<file path="config.mk">
export PLATFORM = sky130hd
export DESIGN_NAME = pwm_dimmer_fsm
export DESIGN_NICKNAME = d
export VERILOG_FILES = /design/src/rtl/dimmer_pkg.sv /design/src/rtl/btn_debounce.sv /design/src/rtl/pwm_dimmer_fsm.sv
export SDC_FILE = /design/constraint.sdc
export NUM_CORES = 1
export LEC_CHECK = 0
export CAP_MARGIN = 20
export CORE_UTILIZATION = 40
export CTS_BUF_LIST = sky130_fd_sc_hd__clkbuf_16
export CTS_CLUSTER_DIAMETER = 60
export DETAILED_ROUTE_END_ITERATION = 6
export PLACE_DENSITY = 0.57
export SYNTH_ARGS = -nofsm -noshare
export SYNTH_HDL_FRONTEND = slang
export SYNTH_SLANG_ARGS = --single-unit
</file>
<file path="constraint.sdc">
create_clock -name i_clk -period 2.5 [get_ports i_clk]
set_clock_uncertainty 0.15 [all_clocks]
set_input_delay 0.5 -clock i_clk [delete_from_list [all_inputs] [get_ports i_clk]]
set_output_delay 0.5 -clock i_clk [all_outputs]
set_load 0.01 [all_outputs]
</file>
<file path="src/rtl/dimmer_pkg.sv">
// dimmer_pkg
// Shared definitions for the pwm_dimmer_fsm lamp dimmer.
//   BTN_UP / BTN_DOWN / BTN_OFF : bit positions of the buttons on i_button
//   level_cmd_e                 : resolved per-cycle command driving the level FSM
//   level_width()               : width of the level register for a given level count
//   level_duty()                : elaboration-time duty value for brightness level k
package dimmer_pkg;

  localparam int N_BTN    = 3;
  localparam int BTN_UP   = 0;
  localparam int BTN_DOWN = 1;
  localparam int BTN_OFF  = 2;

  typedef enum logic [1:0] {
    CMD_NONE = 2'd0,
    CMD_UP   = 2'd1,
    CMD_DOWN = 2'd2,
    CMD_OFF  = 2'd3
  } level_cmd_e;

  // Width needed to hold levels 0..levels-1, never narrower than one bit.
  function automatic int level_width(input int levels);
    return (levels > 2) ? $clog2(levels) : 1;
  endfunction

  // Duty for level k spreads the levels evenly over the full PWM scale,
  // rounding down, so level 0 is 0 and the top level is all ones.
  function automatic int level_duty(input int k, input int pwmBits, input int levels);
    longint fullScale;
    fullScale = (longint'(1) << pwmBits) - longint'(1);
    return int'((longint'(k) * fullScale) / longint'(levels - 1));
  endfunction

endpackage

</file>
<file path="src/rtl/btn_debounce.sv">
// btn_debounce
// Two-flop synchroniser, debounce counter and press-pulse generator for one
// raw active-high button.
//   i_clk    : system clock
//   i_reset  : synchronous active-low reset
//   i_btn    : raw asynchronous button input
//   o_press  : one-cycle pulse when the debounced state goes released->pressed
// The debounced state changes only after DEBOUNCE_CYCLES consecutive cycles in
// which the synchronised input disagrees with it. The pulse is registered one
// cycle after the debounced rise, giving DEBOUNCE_CYCLES+2 cycles from the
// first sampled high to o_press.
module btn_debounce #(
  parameter int DEBOUNCE_CYCLES = 100000
) (
  input  logic i_clk,
  input  logic i_reset,
  input  logic i_btn,
  output logic o_press
);

  localparam int CW = (DEBOUNCE_CYCLES > 1) ? $clog2(DEBOUNCE_CYCLES) : 1;
  localparam logic [CW-1:0] CNT_LAST = CW'(DEBOUNCE_CYCLES - 1);

  logic          sync1_q;
  logic          sync2_q;
  logic          stable_q;
  logic          stable_d;
  logic          stablePrev_q;
  logic [CW-1:0] cnt_q;
  logic [CW-1:0] cnt_d;
  logic          press_q;
  logic          press_d;

  // Count disagreeing cycles; any agreeing cycle clears the count, and the
  // last disagreeing cycle flips the debounced state and restarts the count.
  always_comb begin
    cnt_d    = '0;
    stable_d = stable_q;
    if (sync2_q != stable_q) begin
      if (cnt_q == CNT_LAST) begin
        stable_d = sync2_q;
      end else begin
        cnt_d = cnt_q + CW'(1);
      end
    end
    press_d = stable_q & ~stablePrev_q;
  end

  // Synchroniser, debounce state and edge-detect registers.
  always_ff @(posedge i_clk) begin
    if (!i_reset) begin
      sync1_q      <= 1'b0;
      sync2_q      <= 1'b0;
      stable_q     <= 1'b0;
      stablePrev_q <= 1'b0;
      cnt_q        <= '0;
      press_q      <= 1'b0;
    end else begin
      sync1_q      <= i_btn;
      sync2_q      <= sync1_q;
      stable_q     <= stable_d;
      stablePrev_q <= stable_q;
      cnt_q        <= cnt_d;
      press_q      <= press_d;
    end
  end

  assign o_press = press_q;

endmodule

</file>
<file path="src/rtl/pwm_dimmer_fsm.sv">
// pwm_dimmer_fsm
// Three-button lamp dimmer: debounced up/down/off buttons step a saturating
// brightness level, which selects the duty of a single PWM output.
//   i_clk       : system clock
//   i_reset     : synchronous active-low reset
//   i_button    : raw buttons, active high, [0]=up [1]=down [2]=off
//   o_pwm_light : registered PWM lamp drive
//   o_level     : current target brightness level (0 = off)
//   o_period    : one-cycle pulse on the tick where the PWM counter wraps
// Optional feature macro PWM_DIMMER_FADE_EN: when defined, the active duty
// slews toward the target by at most FADE_STEP per PWM period; otherwise it
// jumps straight to the target at the next period boundary.
module pwm_dimmer_fsm
  import dimmer_pkg::*;
#(
  parameter int CLK_DIV         = 100,
  parameter int PWM_BITS        = 10,
  parameter int LEVELS          = 5,
  parameter int DEBOUNCE_CYCLES = 100000,
  parameter int FADE_STEP       = 8,
  localparam int LW             = level_width(LEVELS)
) (
  input  logic          i_clk,
  input  logic          i_reset,
  input  logic [2:0]    i_button,
  output logic          o_pwm_light,
  output logic [LW-1:0] o_level,
  output logic          o_period
);

  localparam int PSW = (CLK_DIV > 1) ? $clog2(CLK_DIV) : 1;
  localparam logic [PSW-1:0]      PRESC_LAST = PSW'(CLK_DIV - 1);
  localparam logic [LW-1:0]       LEVEL_MAX  = LW'(LEVELS - 1);
  localparam logic [PWM_BITS-1:0] DUTY_FULL  = PWM_BITS'(level_duty(LEVELS - 1, PWM_BITS, LEVELS));

  if (CLK_DIV < 1 || PWM_BITS < 1 || LEVELS < 2 || DEBOUNCE_CYCLES < 1 || FADE_STEP < 1) begin : gBadParams
    $error("pwm_dimmer_fsm: parameter out of range");
  end

  logic [N_BTN-1:0]    press;
  level_cmd_e          cmd;
  logic [PSW-1:0]      presc_q;
  logic [PSW-1:0]      presc_d;
  logic                tick;
  logic [PWM_BITS-1:0] cnt_q;
  logic [PWM_BITS-1:0] cnt_d;
  logic                periodPulse;
  logic [LW-1:0]       level_q;
  logic [LW-1:0]       level_d;
  logic [PWM_BITS-1:0] targetDuty;
  logic [PWM_BITS-1:0] activeDuty_q;
  logic [PWM_BITS-1:0] activeDuty_d;
  logic                pwm_q;
  logic                pwm_d;

  // One debouncer per button; each yields a single-cycle press pulse.
  for (genvar g = 0; g < N_BTN; g++) begin : gBtn
    btn_debounce #(
      .DEBOUNCE_CYCLES(DEBOUNCE_CYCLES)
    ) uDebounce (
      .i_clk  (i_clk),
      .i_reset(i_reset),
      .i_btn  (i_button[g]),
      .o_press(press[g])
    );
  end

  // Prescaler and PWM counter. The counter wraps naturally from all ones to
  // zero; the wrap tick is the period boundary. o_period is held low while
  // reset is asserted so it never glitches before the first reset edge.
  always_comb begin
    tick        = (presc_q == PRESC_LAST);
    presc_d     = tick ? '0 : presc_q + PSW'(1);
    cnt_d       = tick ? cnt_q + PWM_BITS'(1) : cnt_q;
    periodPulse = tick && (cnt_q == '1) && i_reset;
  end

  // Level FSM: resolve simultaneous presses (off beats down beats up) and
  // step the level with saturation at both ends.
  always_comb begin
    cmd = CMD_NONE;
    if (press[BTN_OFF]) begin
      cmd = CMD_OFF;
    end else if (press[BTN_DOWN]) begin
      cmd = CMD_DOWN;
    end else if (press[BTN_UP]) begin
      cmd = CMD_UP;
    end

    level_d = level_q;
    case (cmd)
      CMD_UP:   if (level_q != LEVEL_MAX) level_d = level_q + LW'(1);
      CMD_DOWN: if (level_q != '0) level_d = level_q - LW'(1);
      CMD_OFF:  level_d = '0;
      default:  level_d = level_q;
    endcase
  end

  // Map the level to its duty through a constant table built at elaboration.
  always_comb begin
    targetDuty = '0;
    for (int k = 0; k < LEVELS; k++) begin
      if (level_q == LW'(k)) begin
        targetDuty = PWM_BITS'(level_duty(k, PWM_BITS, LEVELS));
      end
    end
  end

`ifdef PWM_DIMMER_FADE_EN
  logic [PWM_BITS-1:0] dutyDiff;

  // Fading build: on each period boundary move toward the target by at most
  // FADE_STEP, landing exactly on the target when closer than one step.
  always_comb begin
    activeDuty_d = activeDuty_q;
    dutyDiff     = '0;
    if (periodPulse) begin
      if (targetDuty > activeDuty_q) begin
        dutyDiff     = targetDuty - activeDuty_q;
        activeDuty_d = (int'(dutyDiff) > FADE_STEP) ? activeDuty_q + PWM_BITS'(FADE_STEP) : targetDuty;
      end else if (targetDuty < activeDuty_q) begin
        dutyDiff     = activeDuty_q - targetDuty;
        activeDuty_d = (int'(dutyDiff) > FADE_STEP) ? activeDuty_q - PWM_BITS'(FADE_STEP) : targetDuty;
      end
    end
  end
`else
  // Direct build: the new target takes effect whole at the next period
  // boundary, so a period in progress always finishes with its old duty.
  always_comb begin
    activeDuty_d = activeDuty_q;
    if (periodPulse) begin
      activeDuty_d = targetDuty;
    end
  end
`endif

  // Compare stage. Full scale and zero are forced so the lamp is truly
  // steady at the extremes instead of a one-tick sliver every period.
  always_comb begin
    if (activeDuty_q == DUTY_FULL) begin
      pwm_d = 1'b1;
    end else if (activeDuty_q == '0) begin
      pwm_d = 1'b0;
    end else begin
      pwm_d = (cnt_q < activeDuty_q);
    end
  end

  // State registers for prescaler, counter, level, duty and output.
  always_ff @(posedge i_clk) begin
    if (!i_reset) begin
      presc_q      <= '0;
      cnt_q        <= '0;
      level_q      <= '0;
      activeDuty_q <= '0;
      pwm_q        <= 1'b0;
    end else begin
      presc_q      <= presc_d;
      cnt_q        <= cnt_d;
      level_q      <= level_d;
      activeDuty_q <= activeDuty_d;
      pwm_q        <= pwm_d;
    end
  end

  assign o_pwm_light = pwm_q;
  assign o_level     = level_q;
  assign o_period    = periodPulse;

endmodule

</file>
## Word-level counts from Yosys, hierarchy flattened

Index checks and enable logic that the tools add are counted.

| storage, ports and cells | value |
|---|---|
| register bits after elaboration | 97 |
| bits in latches | 0 |
| bits in writable memories | 0 |
| memory bits (read-only) | 0 |
| input port bits | 5 |
| output and inout port bits | 5 |
| logic and storage cells | 85 |
| memories | 0 |

| operators by class | value |
|---|---|
| add/sub/neg operators | 7 |
| multipliers | 0 |
| div/mod/pow operators | 0 |
| $lt $le $gt $ge | 1 |
| equality and inequality tests | 19 |
| shift-type cells | 0 |
| multiplexer cells | 12 |
| bitwise logic cells | 10 |
| reductions and logical operators | 13 |

Operator list:

| operator | count |
|---|---|
| adder 17 x 1 -> 17 bit (second input constant) | 3 |
| == test 17 bit (second input constant) | 3 |
| 2-to-1 mux 10 bit | 3 |
| == test 10 bit (second input constant) | 2 |
| adder 10 x 1 -> 10 bit (second input constant) | 1 |
| logical NOT 10 bit | 1 |
| < comparator 10 bit | 1 |
| case mux 3 bit (3 select lines) | 1 |
| OR reduction 3 bit | 3 |
| 2-to-1 mux 8 bit | 1 |
| adder 7 x 1 -> 7 bit (second input constant) | 1 |
| == test 7 bit (second input constant) | 1 |
| inverter 1 bit | 7 |
| == test 3 x 2 -> 1 bit (second input constant) | 2 |
| 2-to-1 mux 3 bit | 2 |
| AND reduction 2 bit | 3 |
| nonzero test 3 bit | 2 |
| == test 2 bit (second input constant) | 2 |
| 2-to-1 mux 2 bit | 2 |
| inequality test 2 bit (second input constant) | 2 |
| adder 3 x 1 -> 3 bit (second input constant) | 1 |
| AND 1 bit | 3 |
| == test 3 x 1 -> 1 bit (second input constant) | 1 |
| == test 3 bit (second input constant) | 1 |
| other kinds (8) | 13 |

## Depth between registers and ports, before layout

Gate-level depths: netlist of the first run.

| logic depth | value |
|---|---|
| depth after elaboration | 6 |
| depth in mapped cells | 8 |
| mapped depth without buffers | 6 |

## Cells and area by module

From an unflattened synthesis of the first run, not the netlist that was laid out.

| second synthesis, totals | value |
|---|---|
| cell total of the unflattened synthesis | 468 |
| area total of the unflattened synthesis | 4336.7 µm² |

By module, submodules not included:

| module | instances | cells an instance | area each (µm²) | seq. area each (µm²) |
|---|---|---|---|---|
| btn_debounce | 3 | 103 | 973.4 | 440.4 |
| pwm_dimmer_fsm | 1 | 159 | 1416.4 | 480.5 |

## Worst setup path before layout of the first run

No wires, ideal clock.

| timing | value |
|---|---|
| path kind | flip-flop to output port |
| start point | register presc_q[0] |
| end point | output o_period |
| arrival | 1.469 ns |
| required time | 1.850 ns |
| slack | 0.381 ns |
| stages on the path, launching flop included | 6 |
| buffers on the path | 1 |
| cells stage by stage | dfxtp_1 ha_1 nor4bb_1 buf_2 nand3_1 nor3_1 |

| between the ends | value |
|---|---|
| longest elaborated chain between the ends | 3 |

Ends and longest elaborated chain:

| item | line | RTL |
|---|---|---|
| start: declaration | pwm_dimmer_fsm.sv:42 | `logic [PSW-1:0] presc_q;` |
| start signal: assignment | pwm_dimmer_fsm.sv:159 | `presc_q <= presc_d;` |
| == test 7 bit | pwm_dimmer_fsm.sv:72 | `tick = (presc_q == PRESC_LAST);` |
| logical AND 1 bit (2 in a row) | pwm_dimmer_fsm.sv:75 | `periodPulse = tick && (cnt_q == '1) && i_reset;` |
| end: declaration | pwm_dimmer_fsm.sv:28 | `output logic o_period` |

No other way between the ends.

## Worst setup path after layout of the first run

Same ends and word-level chain as after synthesis.

==> out/results.tsv, run 1 <==
metric	value	unit
Int Pwr	0.002249	W
final core occ	46.51	%
sequential cell area fraction in the yosys report	42.63	%
CP max-delay cell	dfxtp_1	
Synth Area in Adders	5.921	%
CORE AREA	10280	sq um
Area contributors post-synth	dfxtp_1 43%, xnor2_1 6.6%, nor2_1 6.3%	
CP Capture Type	output pin	
commonest non-fill, non-tap cell in the layout	dfxtp_1	
ant diodes	0	
Synth Area in Simple Gates	28.36	%
Synth Instances	471	
Die Wd	104.8	microns
All-Layer GR Usage	15.29	%
via count	3202	
Synth Cell Area	4227	sq um
Slew Viols, Final	0	
highest clock rate	423.4	MHz
data arrival time of the critical path	1.71	ns
clock-pin transition on the worst setup and hold timing paths	0.07	ns
CTS tree	built	
vias in the first global route	3103	
GR Overflow Total	0	
CP peak stage delay	0.35	ns
Seq pwr share	50.8	%
Final Wtd Congestion	0.7926	
post-synthesis mux area share	1.421	%
Peak VDD IR	360.4	uV
most frequent cells in the layout	90 x dfxtp_1, 71 x nor2_1, 32 x xnor2_1	
syn nets	496	
Worst Setup Start Kind	flop	
Final Cycle Share	94.47	%
DRT antenna net count	0	
PwrDens	597.7	nW/um^2
Clock Latency Late Sink	0.33	ns
initial antenna violation count	0	
DIE AREA	10980	sq um
switching pwr	0.0006076	W
area delta synth->final	13.08	%
Port Buffers	9	
1st-pass router iterations	4	
worst-path cell chain	ha_1 -> nor4bb_4 -> nand3_1 -> nor3_2 -> clkdlybuf4s15_1	
# DRC	0	
largest family of logic cells by synthesized area	simple AND/OR/NAND/NOR gates	
post-synthesis xor/xnor area fraction	11.81	%
Placed Cells incl. Taps	610	
first-pass GRT wire length	13.86	mm
Tmin final	2.362	ns
clock power share	47.6	%
nets@finish	510	
largest net degree at the start of global routing	24	
run status	completed	
Netlist cell types	46	
hold crit path type	flop to flop	
Post-Layout Cell Count	626	
layout cells sized above 1	7.143	%
CP Class	flop to output pin	
IO Pins	10	
Root Driver	clkbuf_16	
Pwr Total	0.002857	W
Die Y	104.8	microns
final setup violation count	0	
DR vias/cell	5.115	
Detailed Place HPWL	5.338	mm
H-Tree Level Count	3	
# rows	37	
Yosys warnings	0	
Post-synth EDFFs	0	
total wire length	7.676	mm
Mean Syn Cell Area	8.974	sq um
highest net fanout along the worst path	3	
Worst path top cell family by delay	simple AND/OR/NAND/NOR gates	
clk sink count	90	
Synth area leader	dfxtp_1	
setup_tns	0	ns
Yosys top cell area share	42.63	%
RSZ-0062 raised after global routing	false	
ys flop type	dfxtp_1	
CTS buffer count	9	
Slew @ Worst Pin	0.3813	ns
switching fraction of total power	21.27	%
leak pwr	1.620	nW
Starting DRT DRC Count	58	
clk buf depth	2	
Hold Violations, Final	0	
data required time of the worst path	1.85	ns
#FFs+latches synth	90	
CP Buf/Inv Count	1	
Post-synth ARST share	0	%
Comb power frac	1.7	%
Max Cap Viol	0	
starting density of the core	41.12	%
wire per inst	12.26	microns
Relative slew margins	74.35	%
Compound-Gate Fraction of Synth Area	5.447	%
worst register-to-register path, stage by stage (launching register included):
cell and delay, ns:
dfxtp_1 0.34, or4b_2 0.69, nor4_2 0.37, or3_1 0.15, buf_4 0.21, nor2_1 0.07
sequential cells by signal, indices dropped and copies added, names as in the netlist:
| signal | count |
|---|---|
| o_pwm_light | 1 |
| cnt_q | 10 |
| gBtn.uDebounce.stablePrev_q | 3 |
| gBtn.uDebounce.o_press | 3 |
| gBtn.uDebounce.stable_q | 3 |
| presc_q | 7 |
| gBtn.uDebounce.sync2_q | 3 |
| activeDuty_q | 3 |
| o_level | 3 |
| gBtn.uDebounce.cnt_q | 51 |
| gBtn.uDebounce.sync1_q | 3 |
Yosys cell counts, types with 2 or more instances:
| library cell | number |
|---|---|
| or4_1 | 6 |
| nand4_1 | 27 |
| nand2_1 | 21 |
| and3_1 | 3 |
| or3_1 | 13 |
| o21ai_0 | 10 |
| a211oi_1 | 2 |
| mux2i_1 | 6 |
| xor2_1 | 25 |
| clkbuf_1 | 6 |
| nor4_1 | 13 |
| dfxtp_1 | 90 |
| a21oi_1 | 14 |
| xnor2_1 | 32 |
| inv_1 | 20 |
| or4bb_1 | 2 |
| and4_1 | 4 |
| nor3b_1 | 3 |
| and2_1 | 10 |
| nand2b_1 | 2 |
| buf_6 | 3 |
| nor2_1 | 71 |
| nand4b_1 | 4 |
| nand3_1 | 27 |
| nor2b_1 | 4 |
| a21o_1 | 2 |
| buf_4 | 2 |
| nor3_1 | 9 |
| buf_2 | 4 |
| ha_1 | 20 |
power by group through the flow:
stage	logic, W	clock network, W	registers [W]
after floorplan	0.0000295	0	0.00148
after global placement	0.0000484	0	0.00148
after detailed placement	0.0000488	0	0.00148
after CTS	0.0000493	0.00141	0.00145
after global routing	0.0000549	0.00146	0.00145
final	0.0000484	0.00136	0.00145
cell families after synthesis:
kind of cell	count (synthesis)
xor gates and xnor gates	57
and+or+nand+nor	225
AOI/OAI and AO/OA	36
adders and majority gates	20
DFF	90
buffers and inverters	37
muxes	6
path summary, 6_finish.rpt:
check	start	end	slack (ns)	depth (start not counted)
max	presc_q[0]	o_period	0.14	5
min	gBtn[0].uDebounce.stablePrev_q	gBtn[0].uDebounce.o_press	0.23	1
max reg2reg	gBtn[1].uDebounce.cnt_q[11]	gBtn[1].uDebounce.cnt_q[2]	0.41	5
min reg2reg	gBtn[0].uDebounce.stablePrev_q	gBtn[0].uDebounce.o_press	0.23	1
area by class of cell:
cell class | count | area [sq um]
fill | 1033 | 5498
clock inverter | 7 | 76.32
clock buffer | 9 | 225.2
multi-input combinational | 344 | 2258
tap | 136 | 170.2
inverter | 20 | 75.07
timing repair buffer | 20 | 172.7
sequential | 90 | 1802
stage by stage:
stage / hold WS, ns / setup slack, ns / area, sq um
3_3_place_gp: 0.2221 / -0.08567 / 4458
4_1_cts: 0.2317 / 0.04071 / 4765
2_1_floorplan: 0.2174 / 0.3808 / 4227
5_1_grt: 0.2478 / 0.01284 / 4780
3_5_place_dp: 0.2223 / -0.07394 / 4458
6_report: 0.2305 / 0.1383 / 4780
per-layer routing:
metal / vias up / routed length, microns / part of all wire [%] / track usage (%)
li1: 1678 / - / - / -
met1: 1487 / 3963 / 52 / 20.19
met2: 28 / 3452 / 45 / 24.55
met3: 9 / 154 / 2.0 / 3.244
met4: 0 / 105 / 1.4 / 5.533
met5: - / 0 / 0 / 0
repair_timing:
item / in CTS / in global routing
resized for setup: 2 / 3
endpoints found under the setup margin: 1 / 1
buffers inserted: 0 / 0
hold buffers: 0 / 0
Note: power is estimated with default switching activity, not from simulation.
==> run 2: changes to the inputs <==
- SETUP_SLACK_MARGIN: not set -> 0.3
==> run 2 against run 1 <==
Register-to-register slack hardly changed. Non-clock buffer count is 1 higher. Design area is 0.13% higher. Critical path type unchanged. Critical endpoint unchanged. Largest cell class unchanged.
==> out/results.tsv, run 2 (synthesis gave the netlist of run 1 again) <==
metric	value	unit	change
RSZ-0062 raised after global routing	false		unchanged
DRT antenna net count	0		unchanged
highest clock rate	476.5	MHz	was 423.4 MHz
vias in the first global route	3101		was 3103
Hold Crit Start	gBtn[0].uDebounce.stablePrev_q		unchanged
H-Tree Level Count	3		unchanged
CP max-delay cell	dfxtp_1		unchanged
hold path cells	1		unchanged
commonest non-fill, non-tap cell in the layout	dfxtp_1		unchanged
setup_tns	0	ns	unchanged
CP Capture Type	output pin		unchanged
CP peak stage delay	0.33	ns	was 0.35 ns
All-Layer GR Usage	15.29	%	unchanged
Hold Violations, Final	0		unchanged
leak pwr	1.624	nW	was 1.620 nW
initial antenna violation count	0		unchanged
CORE AREA	10280	sq um	unchanged
worst-path cell chain	ha_2 -> nor4bb_4 -> nand3_1 -> nor3_2 -> buf_2		was ha_1 -> nor4bb_4 -> nand3_1 -> nor3_2 -> clkdlybuf4s15_1
hold endpoint	gBtn[0].uDebounce.o_press		unchanged
Final Wtd Congestion	0.7926		unchanged
RR Endpoint	gBtn[1].uDebounce.cnt_q[2]		unchanged
Worst Setup Start Kind	flop		unchanged
Cell Area, Placed	4458	sq um	unchanged
Comb power frac	1.8	%	was 1.7%
Final Instance Area	4786	sq um	was 4780 sq um
Slew @ Worst Pin	0.3813	ns	about the same
R2R depth	5		unchanged
switching fraction of total power	21.35	%	was 21.27%
total wire length	7.689	mm	was 7.676 mm
highest net fanout along the worst path	2		was 3
Int Pwr	0.002251	W	was 0.002249 W
CTS buffer count	9		unchanged
starting density of the core	41.12	%	unchanged
Crit Reg-Reg Startpoint	gBtn[1].uDebounce.cnt_q[11]		unchanged
clk sink count	90		unchanged
hold crit path type	flop to flop		unchanged
r2r setup slk	0.41	ns	about the same
Relative slew margins	74.35	%	unchanged
clock power share	47.6	%	about the same
Max Cap Viol	0		unchanged
layout cells sized above 1	7.943	%	was 7.143%
Starting DRT DRC Count	63		was 58
Final Cycle Share	83.94	%	was 94.47%
PwrDens	598.0	nW/um^2	was 597.7 nW/um^2
# rows	37		unchanged
max reg flops	51		unchanged
Slew Viols, Final	0		unchanged
top flop regs	gBtn.uDebounce.cnt_q: 51 flops, cnt_q: 10 flops, presc_q: 7 flops		unchanged
Die Wd	104.8	microns	unchanged
DIE AREA	10980	sq um	unchanged
final setup violation count	0		unchanged
nets@finish	511		was 510
Port Buffers	9		unchanged
Die Y	104.8	microns	unchanged
first-pass GRT wire length	13.86	mm	unchanged
clk buf depth	2		unchanged
CP Class	flop to output pin		unchanged
area delta synth->final	13.23	%	was 13.08%
DR vias/cell	5.116		was 5.115
via count	3208		was 3202
Layout fillers	1032		was 1033
most frequent cells in the layout	89 x dfxtp_1, 71 x nor2_1, 32 x xnor2_1		was 90 x dfxtp_1, 71 x nor2_1, 32 x xnor2_1
largest net degree at the start of global routing	24		unchanged
Root Driver	clkbuf_16		unchanged
1st-pass router iterations	4		unchanged
CTS hold repair buffers	0		unchanged
clock-pin transition on the worst setup and hold timing paths	0.07	ns	about the same
Tmin final	2.099	ns	was 2.362 ns
GR Overflow Total	0		unchanged
Top reg by flops	gBtn.uDebounce.cnt_q		unchanged
Clock Latency Late Sink	0.33	ns	about the same
# DRC	0		unchanged
data arrival time of the critical path	1.45	ns	was 1.71 ns
IO Pins	10		unchanged
wire per inst	12.26	microns	about the same
data required time of the worst path	1.85	ns	about the same
Peak VDD IR	362.3	uV	was 360.4 uV
switching pwr	0.0006110	W	was 0.0006076 W
run status	completed		unchanged
CTS tree	built		unchanged
ant diodes	0		unchanged
Detailed Place HPWL	5.338	mm	unchanged
Seq pwr share	50.7	%	was 50.8%
## run 2: cell types whose count changed in the layout (fill, tap and decap cells not counted), sizes merged
cell,before,now
clkdlybuf4s15,1,0
buf,11,13
## run 2: worst max-delay path by stage
stage / from / depth (start not counted) / end / slack (ns)
2_1_floorplan: presc_q[0] / 5 / o_period / 0.38
3_3_place_gp: i_reset / 4 / o_period / -0.09
3_5_place_dp: i_reset / 4 / o_period / -0.07
4_1_cts: presc_q[0] / 5 / o_period / 0.33
5_1_grt: presc_q[1] / 5 / o_period / 0.31
6_report: presc_q[1] / 5 / o_period / 0.40
## run 2: final cells by class
type / count / area (sq um) / share of cell area (%)
Inverter: 20 / 75.07 / 1.569
Timing Repair Buffer: 21 / 175.2 / 3.660
Multi-Input combinational cell: 344 / 2261 / 47.24
Tap cell: 136 / 170.2 / 3.556
Clock buffer: 9 / 225.2 / 4.706
Clock inverter: 7 / 76.32 / 1.595
Sequential cell: 90 / 1803 / 37.67
## run 2: layer usage
layer / vias to the layer above / global-route usage [%] / routed length (microns)
met4: 0 / 5.131 / 78
met1: 1488 / 20.27 / 3976
met5: - / 0 / 0
met2: 30 / 24.69 / 3473
li1: 1683 / - / -
met3: 7 / 3.182 / 161
## run 2: repair_timing
| item | CTS | global route |
|---|---|---|
| setup buffers | 0 | 1 |
| endpoints found under the hold margin | 0 | 0 |
| gates resized for setup | 8 | 1 |
| pin swaps | 2 | 2 |
| endpoints found under the setup margin | 1 | 1 |
## run 2: critical path, delay by kind of cell (launching register included)
kind	cells	cell delay (ns)
adder cells (fa/ha/maj)	1	0.18
buffers and inverters	1	0.15
flip-flops	1	0.33
AND/OR/NAND/NOR	3	0.46
## run 2: per-stage QoR
stage	std cells	utilization, %	power [W]	hold slack (ns)	setup slack, ns
floorplan	471	-	0.001511	0.2174	0.3808
global placement	610	43.38	0.001530	0.2221	-0.08567
detailed placement	610	43.38	0.001531	0.2223	-0.07394
CTS	626	46.47	0.002905	0.2317	0.3335
global route	627	46.57	0.002963	0.2478	0.3073
finish	627	46.57	0.002862	0.2305	0.4014
## run 2: power groups by stage
stage / sequential, W / clock, W / combinational, W
after floorplan: 0.00148 / 0 / 0.0000295
after global placement: 0.00148 / 0 / 0.0000484
after detailed placement: 0.00148 / 0 / 0.0000488
after CTS: 0.00145 / 0.00141 / 0.0000498
after global routing: 0.00145 / 0.00146 / 0.0000570
final: 0.00145 / 0.00136 / 0.0000503
